$ cat src/rtl/int_mul_iter_resp_pkg.sv
// Shared definitions for the iterative multiplier responder.
// Latency: n/a (types and constants only).
// Backpressure: n/a.
package int_mul_iter_resp_pkg;

    // Default operand width and derived stream widths
    localparam int DEF_NBITS = 32;
    localparam int REQ_W     = 2 * DEF_NBITS;
    localparam int RESP_W    = DEF_NBITS;

    // Shift-amount counter width; must hold p_nbits plus a final skip
    localparam int CNT_W = 6;

    typedef enum logic [1:0] {
        STATE_IDLE = 2'd0,
        STATE_CALC = 2'd1,
        STATE_DONE = 2'd2
    } state_t;

endpackage

$ cat src/rtl/int_mul_iter_resp_dpath.sv
// Multiplier datapath: operand registers, shift-and-add, zero-run skipping.
// Latency: one iteration per cycle while step is high; load takes one cycle.
// Backpressure: none internally; registers hold whenever load and step are low.
//
// Ports: clk, reset; load/step controls from the FSM; req_a/req_b operands;
// b_is_zero, b_lsb, cnt_done status to the FSM; result is the product so far.
module int_mul_iter_resp_dpath
    import int_mul_iter_resp_pkg::*;
#(
    parameter int p_nbits    = DEF_NBITS,
    parameter int p_max_skip = 4
) (
    input  logic               clk,
    input  logic               reset,
    input  logic               load,
    input  logic               step,
    input  logic [p_nbits-1:0] req_a,
    input  logic [p_nbits-1:0] req_b,
    output logic               b_is_zero,
    output logic               b_lsb,
    output logic               cnt_done,
    output logic [p_nbits-1:0] result
);

    localparam logic [CNT_W-1:0] NBITS_C = CNT_W'(p_nbits);

    logic [p_nbits-1:0] a_reg;
    logic [p_nbits-1:0] b_reg;
    logic [p_nbits-1:0] result_reg;
    logic [CNT_W-1:0]   shamt_cnt;
    logic [CNT_W-1:0]   skip;

    // Trailing zeros of the low p_max_skip bits, saturating at p_max_skip
    // when that whole window is zero. Scanning from the top down leaves the
    // lowest set bit's index in skip.
    always_comb begin
        skip = CNT_W'(p_max_skip);
        for (int i = p_max_skip - 1; i >= 0; i--) begin
            if (b_reg[i]) skip = CNT_W'(i);
        end
    end

    always_ff @(posedge clk) begin
        if (reset) begin
            a_reg      <= '0;
            b_reg      <= '0;
            result_reg <= '0;
            shamt_cnt  <= '0;
        end else if (load) begin
            a_reg      <= req_a;
            b_reg      <= req_b;
            result_reg <= '0;
            shamt_cnt  <= '0;
        end else if (step) begin
            if (b_reg[0]) begin
                result_reg <= result_reg + a_reg;
                a_reg      <= a_reg << 1;
                b_reg      <= b_reg >> 1;
                shamt_cnt  <= shamt_cnt + CNT_W'(1);
            end else begin
                a_reg      <= a_reg << skip;
                b_reg      <= b_reg >> skip;
                shamt_cnt  <= shamt_cnt + skip;
            end
        end
    end

    assign b_is_zero = (b_reg == '0);
    assign b_lsb     = b_reg[0];
    assign cnt_done  = (shamt_cnt >= NBITS_C);
    assign result    = result_reg;

endmodule

$ cat src/rtl/int_mul_iter_resp.sv
// Iterative 32-bit multiplier responder returning the low half of op1*op2.
// Latency: 2 cycles (b=0) up to p_nbits+2 cycles (b all ones) to resp valid.
// Backpressure: one transaction in flight; result held in DONE until resp rdy.
//
// Ports: clk, reset (sync, active-high); reqstream_val/rdy/msg carrying
// {op1, op2}; respstream_val/rdy/msg carrying the registered product.
module int_mul_iter_resp
    import int_mul_iter_resp_pkg::*;
#(
    parameter int p_nbits    = DEF_NBITS,
    parameter int p_max_skip = 4
) (
    input  logic                 clk,
    input  logic                 reset,
    input  logic                 reqstream_val,
    output logic                 reqstream_rdy,
    input  logic [2*p_nbits-1:0] reqstream_msg,
    output logic                 respstream_val,
    input  logic                 respstream_rdy,
    output logic [p_nbits-1:0]   respstream_msg
);

    state_t state, state_nxt;
    logic   load, step;
    logic   b_is_zero, b_lsb, cnt_done;

    always_ff @(posedge clk) begin
        if (reset) state <= STATE_IDLE;
        else       state <= state_nxt;
    end

    always_comb begin
        state_nxt      = state;
        reqstream_rdy  = 1'b0;
        respstream_val = 1'b0;
        load           = 1'b0;
        step           = 1'b0;
        case (state)
            STATE_IDLE: begin
                reqstream_rdy = 1'b1;
                if (reqstream_val) begin
                    load      = 1'b1;
                    state_nxt = STATE_CALC;
                end
            end
            STATE_CALC: begin
                if (b_is_zero || cnt_done) state_nxt = STATE_DONE;
                else                       step      = 1'b1;
            end
            STATE_DONE: begin
                respstream_val = 1'b1;
                if (respstream_rdy) state_nxt = STATE_IDLE;
            end
            default: state_nxt = STATE_IDLE;
        endcase
    end

    int_mul_iter_resp_dpath #(
        .p_nbits    (p_nbits),
        .p_max_skip (p_max_skip)
    ) u_dpath (
        .clk       (clk),
        .reset     (reset),
        .load      (load),
        .step      (step),
        .req_a     (reqstream_msg[2*p_nbits-1:p_nbits]),
        .req_b     (reqstream_msg[p_nbits-1:0]),
        .b_is_zero (b_is_zero),
        .b_lsb     (b_lsb),
        .cnt_done  (cnt_done),
        .result    (respstream_msg)
    );

    // b_lsb is exported for observability; the datapath decodes it itself
    logic unused_ok;
    assign unused_ok = b_lsb;

endmodule

$ cat config.mk
export PLATFORM = sky130hd
export DESIGN_NAME = int_mul_iter_resp
export DESIGN_NICKNAME = d
export VERILOG_FILES = /design/src/rtl/int_mul_iter_resp_pkg.sv /design/src/rtl/int_mul_iter_resp_dpath.sv /design/src/rtl/int_mul_iter_resp.sv
export SDC_FILE = /design/constraint.sdc
export NUM_CORES = 1
export LEC_CHECK = 0
export BUFFER_PORTS_ARGS = -buffer_cell sky130_fd_sc_hd__buf_4
export CAP_MARGIN = 5
export CORE_MARGIN = 3
export CORE_UTILIZATION = 60
export CTS_CLUSTER_DIAMETER = 30
export DETAILED_ROUTE_END_ITERATION = 16
export GPL_TIMING_DRIVEN = 0
export HOLD_SLACK_MARGIN = 0.05
export PLACE_DENSITY = 0.82
export REMOVE_ABC_BUFFERS = 1
export SLEW_MARGIN = 20
export SYNTH_ARGS = -nofsm -noshare
export SYNTH_HDL_FRONTEND = slang
export SYNTH_SLANG_ARGS = --single-unit
$ cat constraint.sdc
create_clock -name clk -period 7.1 [get_ports clk]
set_input_delay 0.71 -clock clk [delete_from_list [all_inputs] [get_ports clk]]
set_output_delay 0.71 -clock clk [all_outputs]
set_load 0.01 [all_outputs]
==> results.py, run 1 <==
metrics = {
    "power": {
        "p_per_area_nw_per_um2": 235,
        "design_power_total_mw": 2.12,
        "p_leak_nw": 3.83,
        "vdd_ir_drop_max_uv": 191,
    },
    "finish": {
        "layout-drive-gt1-share_pct": 14.5,
        "syn_to_final_growth_pct": 14.1,
        "nNetsFinal": 1202,
        "n_antenna_cell": 0,
    },
    "sta": {
        "worst_pin_slew_ns": 0.983,
        "period_share_pct": 67.2,
        "fmax_mhz": 210,
        "layout_min_cycle_time_ns": 4.77,
        "fin_skew_ns": 0.00996,
        "max-slew-margin-rel_pct": 34.2,
        "rsz0062_at_grt": "false",
        "slew_viol_final": 0,
        "setup_viol": 0,
        "tns_ns": 0,
        "hold_violations": 0,
        "whs_ns": 0.457,
    },
    "yosys": {
        "post-synth-top-area-fraction_pct": 26.4,
        "yosysUniqueCellTypes": 64,
        "syn_area_per_cell_sq_um": 7.42,
        "syn_area_sq_um": 7900,
        "ys_ff_latch": 104,
        "synth_seq_area_share_pct": 26.4,
        "yosys_most_used_dff": "dfxtp_1",
        "synth_edf_count": 0,
        "postSynthCellCount": 1064,
        "async_reset_ff_share_pct": 0,
        "ys.warnings.count": 0,
        "yosysTopAreaCell": "dfxtp_1",
        "synthTopCellsByArea": "dfxtp_1 26%, a21oi_1 8.4%, mux2i_1 8.2%",
    },
    "setup_path": {
        "critPathRequiredTime_ns": 7.34,
        "worstSetupStartpointType": "flip-flop",
        "crit_path_end_kind": "flip-flop",
        "worst_ep_arrival_time_ns": 5.01,
        "crit_fanout": 66,
        "path_class": "flip-flop to flip-flop",
    },
    "cts": {
        "cts.repair.resized": 0,
        "htree_levels": 3,
        "clk_latency_ns": 0.36,
        "clock-sinks": 104,
        "post-cts-setup-buffers": 0,
        "ctsLongestPathBuffers": 2,
        "numCtsBuffers": 9,
        "cts.root.buffer_cell": "clkbuf_16",
        "path_clk_slew_ns": 0.08,
        "cts_tree": "done",
        "cts_hold_buf": 0,
    },
    "grt": {
        "grt-ovfl-total": 0,
        "grt_usage_pct": 31.3,
        "grt_pass1_vias": 7504,
        "grt_antenna_before_repair": 0,
        "grt_pass1_wl_um": 37600,
        "grt_max_degree": 70,
    },
    "routing": {
        "wl_met1_um": 10000,
        "detail_route.vias_per_cell": 6.60,
        "drtIter0Drc": 947,
        "dr_wl_met2_um": 10400,
        "wl_per_cell_um": 18.1,
        "first_pass_iters": 6,
        "vias": 8420,
        "highest_layer": "met4",
        "drc": 0,
        "wirelength_um": 23000,
        "antenna_left": 0,
        "dr_wl_met3_um": 2110,
    },
    "die": {
        "die_w_um": 121,
        "initial_core_util_pct": 62.1,
        "die_y_um": 121,
        "core_area_sq_um": 12700,
        "dieArea_sq_um": 14600,
        "io_pins": 102,
        "row_count": 41,
    },
    "worst_hold_path": {
        "hold_class": "flip-flop to flip-flop",
    },
    "placement": {
        "dp_hpwl_um": 15200,
        "port_buffers": 101,
        "place.gp.congestion": 0.920,
    },
    "outcome": {
        "run_status": "completed",
    },
    "flow_run": {
        "drv_cap": 0,
    },
}
## cell type report
| class | instances | area, sq um |
|---|---|---|
| clock buffer | 10 | 239 |
| clock inverter | 6 | 82.6 |
| fill | 1105 | 3710 |
| inverter | 14 | 52.6 |
| multi-input combinational | 859 | 5400 |
| sequential | 104 | 2090 |
| tap | 172 | 215 |
| timing repair buffer | 110 | 931 |
## stage by stage
step	util, %	std cells	worst slack [ns]	area [sq um]
floorplan	-	977	1.65	7500
global placement	66.6	1250	-1.11	8480
detailed placement	68.3	1259	2.44	8690
CTS	70.8	1275	2.42	9010
global route	70.8	1275	2.01	9010
finish	70.8	1275	2.33	9010
## cells by family (layout without fill, tap and decap cells)
kind of cell / count (synthesis) / in the layout / synth area share [%]
flops: 104 / 104 / 26.4
xor+xnor: 25 / 25 / 2.77
simple gates: 384 / 384 / 21.8
fa+ha+maj: 36 / 36 / 5.89
mux: 77 / 77 / 9.95
buf+inv: 101 / 140 / 5.67
compound gates: 337 / 337 / 27.5
## synthesized netlist by cell type, types with 3 or more instances
library cell and number:
a2111oi_0 4, a211oi_1 28, a21o_1 21, a21oi_1 132, a221o_1 3, a221oi_1 33
a311oi_1 5, a31oi_1 15, and2_1 5, and3_1 5, buf_2 16, buf_4 7
buf_6 3, clkbuf_1 59, dfxtp_1 104, ha_1 34, inv_1 12, mux2_2 12
mux2i_1 65, nand2_1 127, nand3_1 28, nand4_1 9, nor2_1 117, nor2b_1 6
nor3_1 33, nor4_1 32, o211ai_1 17, o21a_1 4, o21ai_0 42, o21bai_1 3
o31ai_1 3, or2_2 3, or3_1 8, xnor2_1 17, xor2_1 8
## layer usage
layer,vias up,global-route usage [%]
met1,3898,44.0
li1,4015,-
met2,460,48.4
met4,0,10.1
met3,47,5.94
met5,-,0
## placed cells by master (no fill, tap or decap), types with 6 or more instances in the layout
cell type,instances
o211ai_1,17
nor3_1,33
o21ai_0,42
a21o_1,21
nand3_1,28
a31oi_1,15
a21oi_1,132
mux2_2,12
nand4_1,9
ha_1,34
mux2i_1,65
or3_1,8
xnor2_1,17
inv_1,12
dfxtp_1,103
nand2_1,125
xor2_1,8
nor2b_1,6
a211oi_1,28
nor2_1,115
a221oi_1,33
nor4_1,32
buf_4,104
clkbuf_16,9
## worst max-delay path: stages (launching register included)
cell      delay (ns)
dfxtp_4         0.57
nor2_1          0.79
nand2_2         0.38
inv_2           0.57
nand4_1         0.38
o211a_4         0.44
buf_16          0.23
nand2_2         0.64
or4_1           0.22
o311ai_1        0.11
o21ai_0         0.18
o31ai_1         0.09
## final timing paths
path | slack [ns] | endpoint | from | cells past startpoint
max | 2.33 | u_dpath.result[31] | u_dpath.b_reg[0] | 11
min | 0.46 | u_dpath.shamt_cnt[5] | u_dpath.shamt_cnt[5] | 2
max reg2reg | 2.33 | u_dpath.result[31] | u_dpath.b_reg[0] | 11
min reg2reg | 0.46 | u_dpath.shamt_cnt[5] | u_dpath.shamt_cnt[5] | 2
## report_power, final
part	internal [mW]	total, mW	leakage (nW)	switching [mW]
sequential	0.642	0.742	0.852	0.0995
combinational	0.324	0.822	2.82	0.499
clock	0.317	0.552	0.158	0.235
total	1.28	2.12	3.83	0.833
Power figures use the tool's default switching activity.
==> run 2, diff against run 1 <==
--- a/config.mk
+++ b/config.mk
@@ -8,12 +8,12 @@
 export BUFFER_PORTS_ARGS = -buffer_cell sky130_fd_sc_hd__buf_4
 export CAP_MARGIN = 5
 export CORE_MARGIN = 3
-export CORE_UTILIZATION = 60
+export CORE_UTILIZATION = 54
 export CTS_CLUSTER_DIAMETER = 30
 export DETAILED_ROUTE_END_ITERATION = 16
 export GPL_TIMING_DRIVEN = 0
 export HOLD_SLACK_MARGIN = 0.05
-export PLACE_DENSITY = 0.82
+export PLACE_DENSITY = 0.78
 export REMOVE_ABC_BUFFERS = 1
 export SLEW_MARGIN = 20
 export SYNTH_ARGS = -nofsm -noshare
==> constraint.sdc (replaced) <==
create_clock -name clk -period 4 [get_ports clk]
set_input_delay 0.4 -clock clk [delete_from_list [all_inputs] [get_ports clk]]
set_output_delay 0.4 -clock clk [all_outputs]
set_load 0.01 [all_outputs]
==> run 2 against run 1 <==
  * Critical endpoint unchanged
  * Global-route usage fell by 3.3 points
  * Die area grew 11%
  * Via count down 1.2%
  * Clock power rose by 81%
  * Final cell count is 0.71% higher
  * Sequential cell count stayed put
  * Core utilization fell by 6.6 points
==> results.py, run 2 (synthesis gave the netlist of run 1 again) <==
metrics = {
    "routing": {
        "drc": 0,
        "wl_per_cell_um": 18.2,
        "antenna_left": 0,
        "wirelength_um": 23400,
        "first_pass_iters": 5,
        "drtIter0Drc": 831,
        "detail_route.vias_per_cell": 6.48,
        "vias": 8323,
    },
    "sta": {
        "max-slew-margin-rel_pct": 32.4,
        "rsz0062_at_grt": "false",
        "fmax_mhz": 267,
        "fin_skew_ns": 0.00973,
        "hold_violations": 0,
        "layout_min_cycle_time_ns": 3.74,
        "worst_pin_slew_ns": 1.01,
        "period_share_pct": 93.5,
        "slew_viol_final": 0,
        "fin_ws_ns": 0.259,
        "setup_viol": 0,
        "whs_ns": 0.280,
    },
    "finish": {
        "stdcell_area_sq_um": 9050,
        "regArea_sq_um": 2090,
        "mostFrequentLayoutCells": "132 x a21oi_1, 125 x nand2_1, 114 x nor2_1",
        "final_cells": 1284,
        "nNetsFinal": 1203,
        "mostFrequentLayoutCell": "a21oi_1",
        "multi_input_area_sq_um": 5420,
        "layout-drive-gt1-share_pct": 14.7,
        "syn_to_final_growth_pct": 14.6,
        "fillerInstances": 1282,
        "n_antenna_cell": 0,
    },
    "die": {
        "io_pins": 102,
        "initial_core_util_pct": 56.0,
        "die_y_um": 127,
        "row_count": 43,
        "dieArea_sq_um": 16100,
        "core_area_sq_um": 14100,
        "die_w_um": 127,
    },
    "power": {
        "power_frac_comb_pct": 38.9,
        "p_per_area_nw_per_um2": 418,
        "vdd_ir_drop_max_uv": 257,
        "pwr-share-clk_pct": 26.5,
        "p_int_mw": 2.29,
        "p_seq_share_pct": 34.6,
        "swShare_pct": 39.6,
        "switchingPower_mw": 1.50,
        "p_leak_nw": 3.84,
    },
    "cts": {
        "clk_latency_ns": 0.37,
        "htree_levels": 3,
        "ctsLongestPathBuffers": 2,
        "clock-sinks": 104,
        "numCtsBuffers": 9,
        "cts.root.buffer_cell": "clkbuf_16",
        "path_clk_slew_ns": 0.08,
        "cts_hold_buf": 0,
        "cts_tree": "done",
    },
    "worst_hold_path": {
        "whs_path_depth": 3,
        "min_to": "u_dpath.a_reg[0]",
        "hold_class": "input port to flip-flop",
        "hp-start": "reqstream_msg[32]",
    },
    "setup_path": {
        "crit_fanout": 49,
        "critPathRequiredTime_ns": 4.28,
        "worst_ep_arrival_time_ns": 4.02,
        "path_class": "flip-flop to flip-flop",
        "r2r-end": "u_dpath.result[31]",
        "crit_path_end_kind": "flip-flop",
        "rrSetupSlack_ns": 0.26,
        "rr_worst_depth": 11,
        "worstSetupStartpointType": "flip-flop",
        "rr_startpoint": "u_dpath.b_reg[0]",
    },
    "grt": {
        "grt_antenna_before_repair": 0,
        "grt-ovfl-total": 0,
        "grt_max_degree": 69,
        "grt_pass1_wl_um": 37600,
        "grt_pass1_vias": 7622,
        "grt_usage_pct": 28.0,
    },
    "placement": {
        "pre_cts_ws_ns": -0.703,
        "port_buffers": 101,
        "dp_hpwl_um": 15500,
        "placed_cells": 1266,
        "place_area_sq_um": 8680,
        "place.gp.congestion": 0.914,
    },
    "outcome": {
        "run_status": "completed",
    },
    "flow_run": {
        "drv_cap": 0,
    },
}
run 2: cell type report:
| type | count | share of cell area [%] |
|---|---|---|
| clock buffer | 10 | 2.64 |
| clock inverter | 6 | 1.02 |
| inverter | 14 | 0.636 |
| multi-input combinational | 859 | 59.8 |
| sequential | 104 | 23.0 |
| tap | 180 | 2.49 |
| timing repair buffer | 111 | 10.3 |
run 2: worst max-delay path by stage:
| stage | cells past startpoint | startpoint | to | slack (ns) |
|---|---|---|---|---|
| CTS | 11 | u_dpath.b_reg[0] | u_dpath.result[31] | 0.02 |
| finish | 11 | u_dpath.b_reg[0] | u_dpath.result[31] | 0.26 |
| floorplan | 10 | u_dpath.b_reg[0] | u_dpath.result[31] | -1.45 |
| detailed placement | 11 | u_dpath.b_reg[0] | u_dpath.result[31] | -0.70 |
| global placement | 10 | u_dpath.b_reg[0] | u_dpath.result[31] | -4.26 |
| global route | 11 | u_dpath.b_reg[0] | u_dpath.result[31] | 0.09 |
run 2: per-stage QoR:
step                utilization, %  TNS (ns)  total power [mW]
global placement              60.2   -284.92              2.70
finish                        64.2         0              3.79
CTS                           64.0         0              3.75
global route                  64.2         0              4.00
detailed placement            61.5    -23.48              2.75
floorplan                        -    -39.52              2.31
run 2: critical path, cell delays in order (launching register included):
cell and delay (ns):
dfxtp_4 0.68, nor2_4 0.18, nand2_2 0.28, inv_4 0.22
nand4_1 0.27, o211a_4 0.48, buf_12 0.30, nand2_4 0.28
or4_1 0.59, o311ai_1 0.11, o21ai_0 0.13, o31ai_1 0.07
run 2: layer usage:
layer	GRT usage [%]	up-vias	routed length [um]
met1	38.0	3915	10500
li1	-	4007	-
met3	4.93	45	1730
met4	8.58	0	517
met2	45.3	356	10700
met5	0	-	0
run 2: power by group through the flow:
stage	combinational, mW	clock [mW]	sequential [mW]
after floorplan	1.03	0	1.27
after global placement	1.37	0	1.33
after detailed placement	1.42	0	1.33
after CTS	1.43	1.01	1.31
after global routing	1.63	1.05	1.32
final	1.47	1.00	1.31
run 2: timing repair:
action,in CTS,in global routing
setup buffers,1,1
pin swaps,1,0
resized for setup,3,3
setup endpoints to repair,82,36
==> run 3, diff against run 2 <==
--- a/config.mk
+++ b/config.mk
@@ -5,15 +5,15 @@
 export SDC_FILE = /design/constraint.sdc
 export NUM_CORES = 1
 export LEC_CHECK = 0
+export ABC_AREA = 1
 export BUFFER_PORTS_ARGS = -buffer_cell sky130_fd_sc_hd__buf_4
 export CAP_MARGIN = 5
 export CORE_MARGIN = 3
-export CORE_UTILIZATION = 54
+export CORE_UTILIZATION = 40
 export CTS_CLUSTER_DIAMETER = 30
 export DETAILED_ROUTE_END_ITERATION = 16
 export GPL_TIMING_DRIVEN = 0
 export HOLD_SLACK_MARGIN = 0.05
-export PLACE_DENSITY = 0.78
 export REMOVE_ABC_BUFFERS = 1
 export SLEW_MARGIN = 20
 export SYNTH_ARGS = -nofsm -noshare
==> run 3 against run 2 <==
  * Critical path depth did not move
  * Sequential cell count did not move
  * Clock power fell by 12%
  * Combinational power rose by 66%
  * Design area rose by 19%
  * Power rose by 25%
  * Final cell count rose by 61%
  * Sequential share of layout area fell by 3.7 points
  * Via count rose by 33%
  * First-iteration DRC count rose by 24%
  * Non-clock buffer count fell by 4
  * Largest cell class unchanged
==> results.py, run 3 <==
metrics = {
    "sta": {
        "whs_ns": 0.293,
        "max-slew-margin-rel_pct": 26.5,
        "rsz0062_at_grt": "false",
        "layout_min_cycle_time_ns": 3.73,
        "worst_pin_slew_ns": 1.10,
        "slew_viol_final": 0,
        "hold_violations": 0,
        "tns_ns": 0,
        "setup_viol": 0,
        "period_share_pct": 93.3,
        "fmax_mhz": 268,
        "fin_skew_ns": 0.0100,
    },
    "power": {
        "switchingPower_mw": 2.30,
        "p_seq_share_pct": 29.7,
        "swShare_pct": 48.7,
        "design_power_total_mw": 4.73,
        "p_per_area_nw_per_um2": 438,
        "power_frac_comb_pct": 51.6,
        "pwr-share-clk_pct": 18.6,
        "p_leak_nw": 5.52,
        "p_int_mw": 2.43,
        "vdd_ir_drop_max_uv": 215,
    },
    "finish": {
        "n_antenna_cell": 0,
        "final_cells": 2068,
        "syn_to_final_growth_pct": 13.2,
        "nNetsFinal": 1854,
        "mostFrequentLayoutCell": "nand2_1",
        "mostFrequentLayoutCells": "550 x nand2_1, 226 x inv_1, 208 x nand3_1",
        "layout-drive-gt1-share_pct": 8.77,
    },
    "die": {
        "die_w_um": 160,
        "die_y_um": 160,
        "core_area_sq_um": 23100,
        "row_count": 55,
        "dieArea_sq_um": 25700,
        "initial_core_util_pct": 41.3,
        "io_pins": 102,
    },
    "cts": {
        "cts.repair.resized": 0,
        "numCtsBuffers": 9,
        "clk_latency_ns": 0.37,
        "path_clk_slew_ns": 0.08,
        "clock-sinks": 104,
        "htree_levels": 3,
        "cts_tree": "done",
        "ctsLongestPathBuffers": 2,
        "cts.root.buffer_cell": "clkbuf_16",
    },
    "placement": {
        "placed_cells": 2051,
        "port_buffers": 101,
        "dp_hpwl_um": 22700,
        "place.gp.congestion": 0.878,
    },
    "flow_run": {
        "drv_cap": 0,
    },
    "routing": {
        "antenna_left": 0,
        "drtIter0Drc": 1034,
        "wl_per_cell_um": 15.7,
        "vias": 11000,
        "drc": 0,
        "detail_route.vias_per_cell": 5.34,
        "wirelength_um": 32500,
        "first_pass_iters": 5,
    },
    "yosys": {
        "synth_commonest_cells": "552 x nand2_1, 227 x inv_1, 208 x nand3_1",
        "syn_area_per_cell_sq_um": 5.56,
        "yosysTopAreaCell": "dfxtp_1",
        "synth_edf_count": 0,
        "ys_ff_latch": 104,
        "yosys_most_used_dff": "dfxtp_1",
        "async_reset_ff_share_pct": 0,
        "synthTopCellsByArea": "dfxtp_1 22%, nand2_1 22%, nand3_1 11%",
        "syn_area_sq_um": 9530,
        "synth_seq_area_share_pct": 21.8,
        "post-synth-top-area-fraction_pct": 21.8,
        "yosysMostFrequentCell": "nand2_1",
        "ys.warnings.count": 0,
        "postSynthCellCount": 1713,
        "yosysUniqueCellTypes": 37,
    },
    "grt": {
        "grt_pass1_vias": 9921,
        "grt_pass1_wl_um": 52600,
        "grt_antenna_before_repair": 0,
        "grt-ovfl-total": 0,
        "grt_max_degree": 73,
        "grt_usage_pct": 24.8,
    },
    "setup_path": {
        "path_class": "flip-flop to flip-flop",
        "crit_path_end_kind": "flip-flop",
        "critPathRequiredTime_ns": 4.27,
        "worstSetupStartpointType": "flip-flop",
        "crit_fanout": 65,
        "worst_ep_arrival_time_ns": 4.01,
        "rrSetupSlack_ns": 0.27,
    },
    "outcome": {
        "run_status": "completed",
    },
    "worst_hold_path": {
        "hold_class": "input port to flip-flop",
    },
}
## run 3: changes by cell type after synthesis, moves of 21 or more
cell	previous run	this run
nand3_1	28	208
o31ai_1	3	24
mux2i_1	65	0
nand2_1	127	552
inv_1	12	227
nand4_1	9	33
a211oi_1	28	0
nor4_1	32	0
o21ai_0	42	109
a221oi_1	33	0
## run 3: final timing paths
check / depth (start not counted) / from / endpoint
worst max-delay path: 11 / u_dpath.b_reg[0] / u_dpath.b_reg[8]
worst max register to register: 11 / u_dpath.b_reg[0] / u_dpath.b_reg[8]
worst min register to register: 2 / u_dpath.shamt_cnt[5] / u_dpath.shamt_cnt[5]
worst min-delay path: 3 / reqstream_msg[32] / u_dpath.a_reg[0]
## run 3: critical path, stage by stage, from the launching register on
cell and delay, ns:
dfxtp_4 0.58, nor2_8 0.46, nand2_2 0.27, nor2_1 0.21, nand2_1 0.14, o21bai_4 0.79, nand2_4 0.30, buf_16 0.31
inv_2 0.31, nand2_1 0.11, nand3_1 0.10, inv_1 0.04
## run 3: cell type report
class	instances	area (sq um)
repair buffers	107	916
inverters	234	883
multi-input cells	1294	6240
clock inverters	6	43.8
flip-flops and latches	104	2090
fillers	2560	12300
clock buffers	10	229
well taps	313	392
## run 3: per-stage QoR
| step | utilization (%) | worst slack (ns) | instance area [sq um] |
|---|---|---|---|
| final | 46.8 | 0.266 | 10800 |
| after global placement | 44.7 | -3.03 | 10300 |
| after floorplan | - | -0.0469 | 9160 |
| after detailed placement | 45.6 | 0.234 | 10500 |
| after global routing | 46.8 | 0.0288 | 10800 |
| after CTS | 46.8 | 0.197 | 10800 |
## run 3: metal layers
layer,global-route usage [%],wire length (um),vias up
li1,-,-,5599
met1,36.7,15700,5022
met2,37.9,14000,389
met3,3.28,2210,35
met4,6.63,590,0
met5,0,0,-
## run 3: repair_timing
| item | 4_1_cts | 5_1_grt |
|---|---|---|
| buffers inserted | 0 | 0 |
| endpoints found under the setup margin | 0 | 1 |
| hold buffers | 0 | 0 |
## run 3: kinds of logic after synthesis
family | after synthesis | share of synthesized area (%)
AO/OA/AOI/OAI | 283 | 16.4
buffers and inverters | 316 | 13.2
adder cells (fa/ha/maj) | 36 | 4.88
XOR/XNOR | 9 | 0.827
flip-flops | 104 | 21.8
AND/OR/NAND/NOR | 965 | 42.9
## run 3: power groups by stage
stage                     Combinational (mW)  Clock, mW  Sequential (mW)
after detailed placement                2.40          0             1.42
after CTS                               2.41      0.913             1.40
after floorplan                         1.69          0             1.34
final                                   2.44      0.882             1.41
after global routing                    2.77      0.948             1.43
after global placement                  2.31          0             1.42
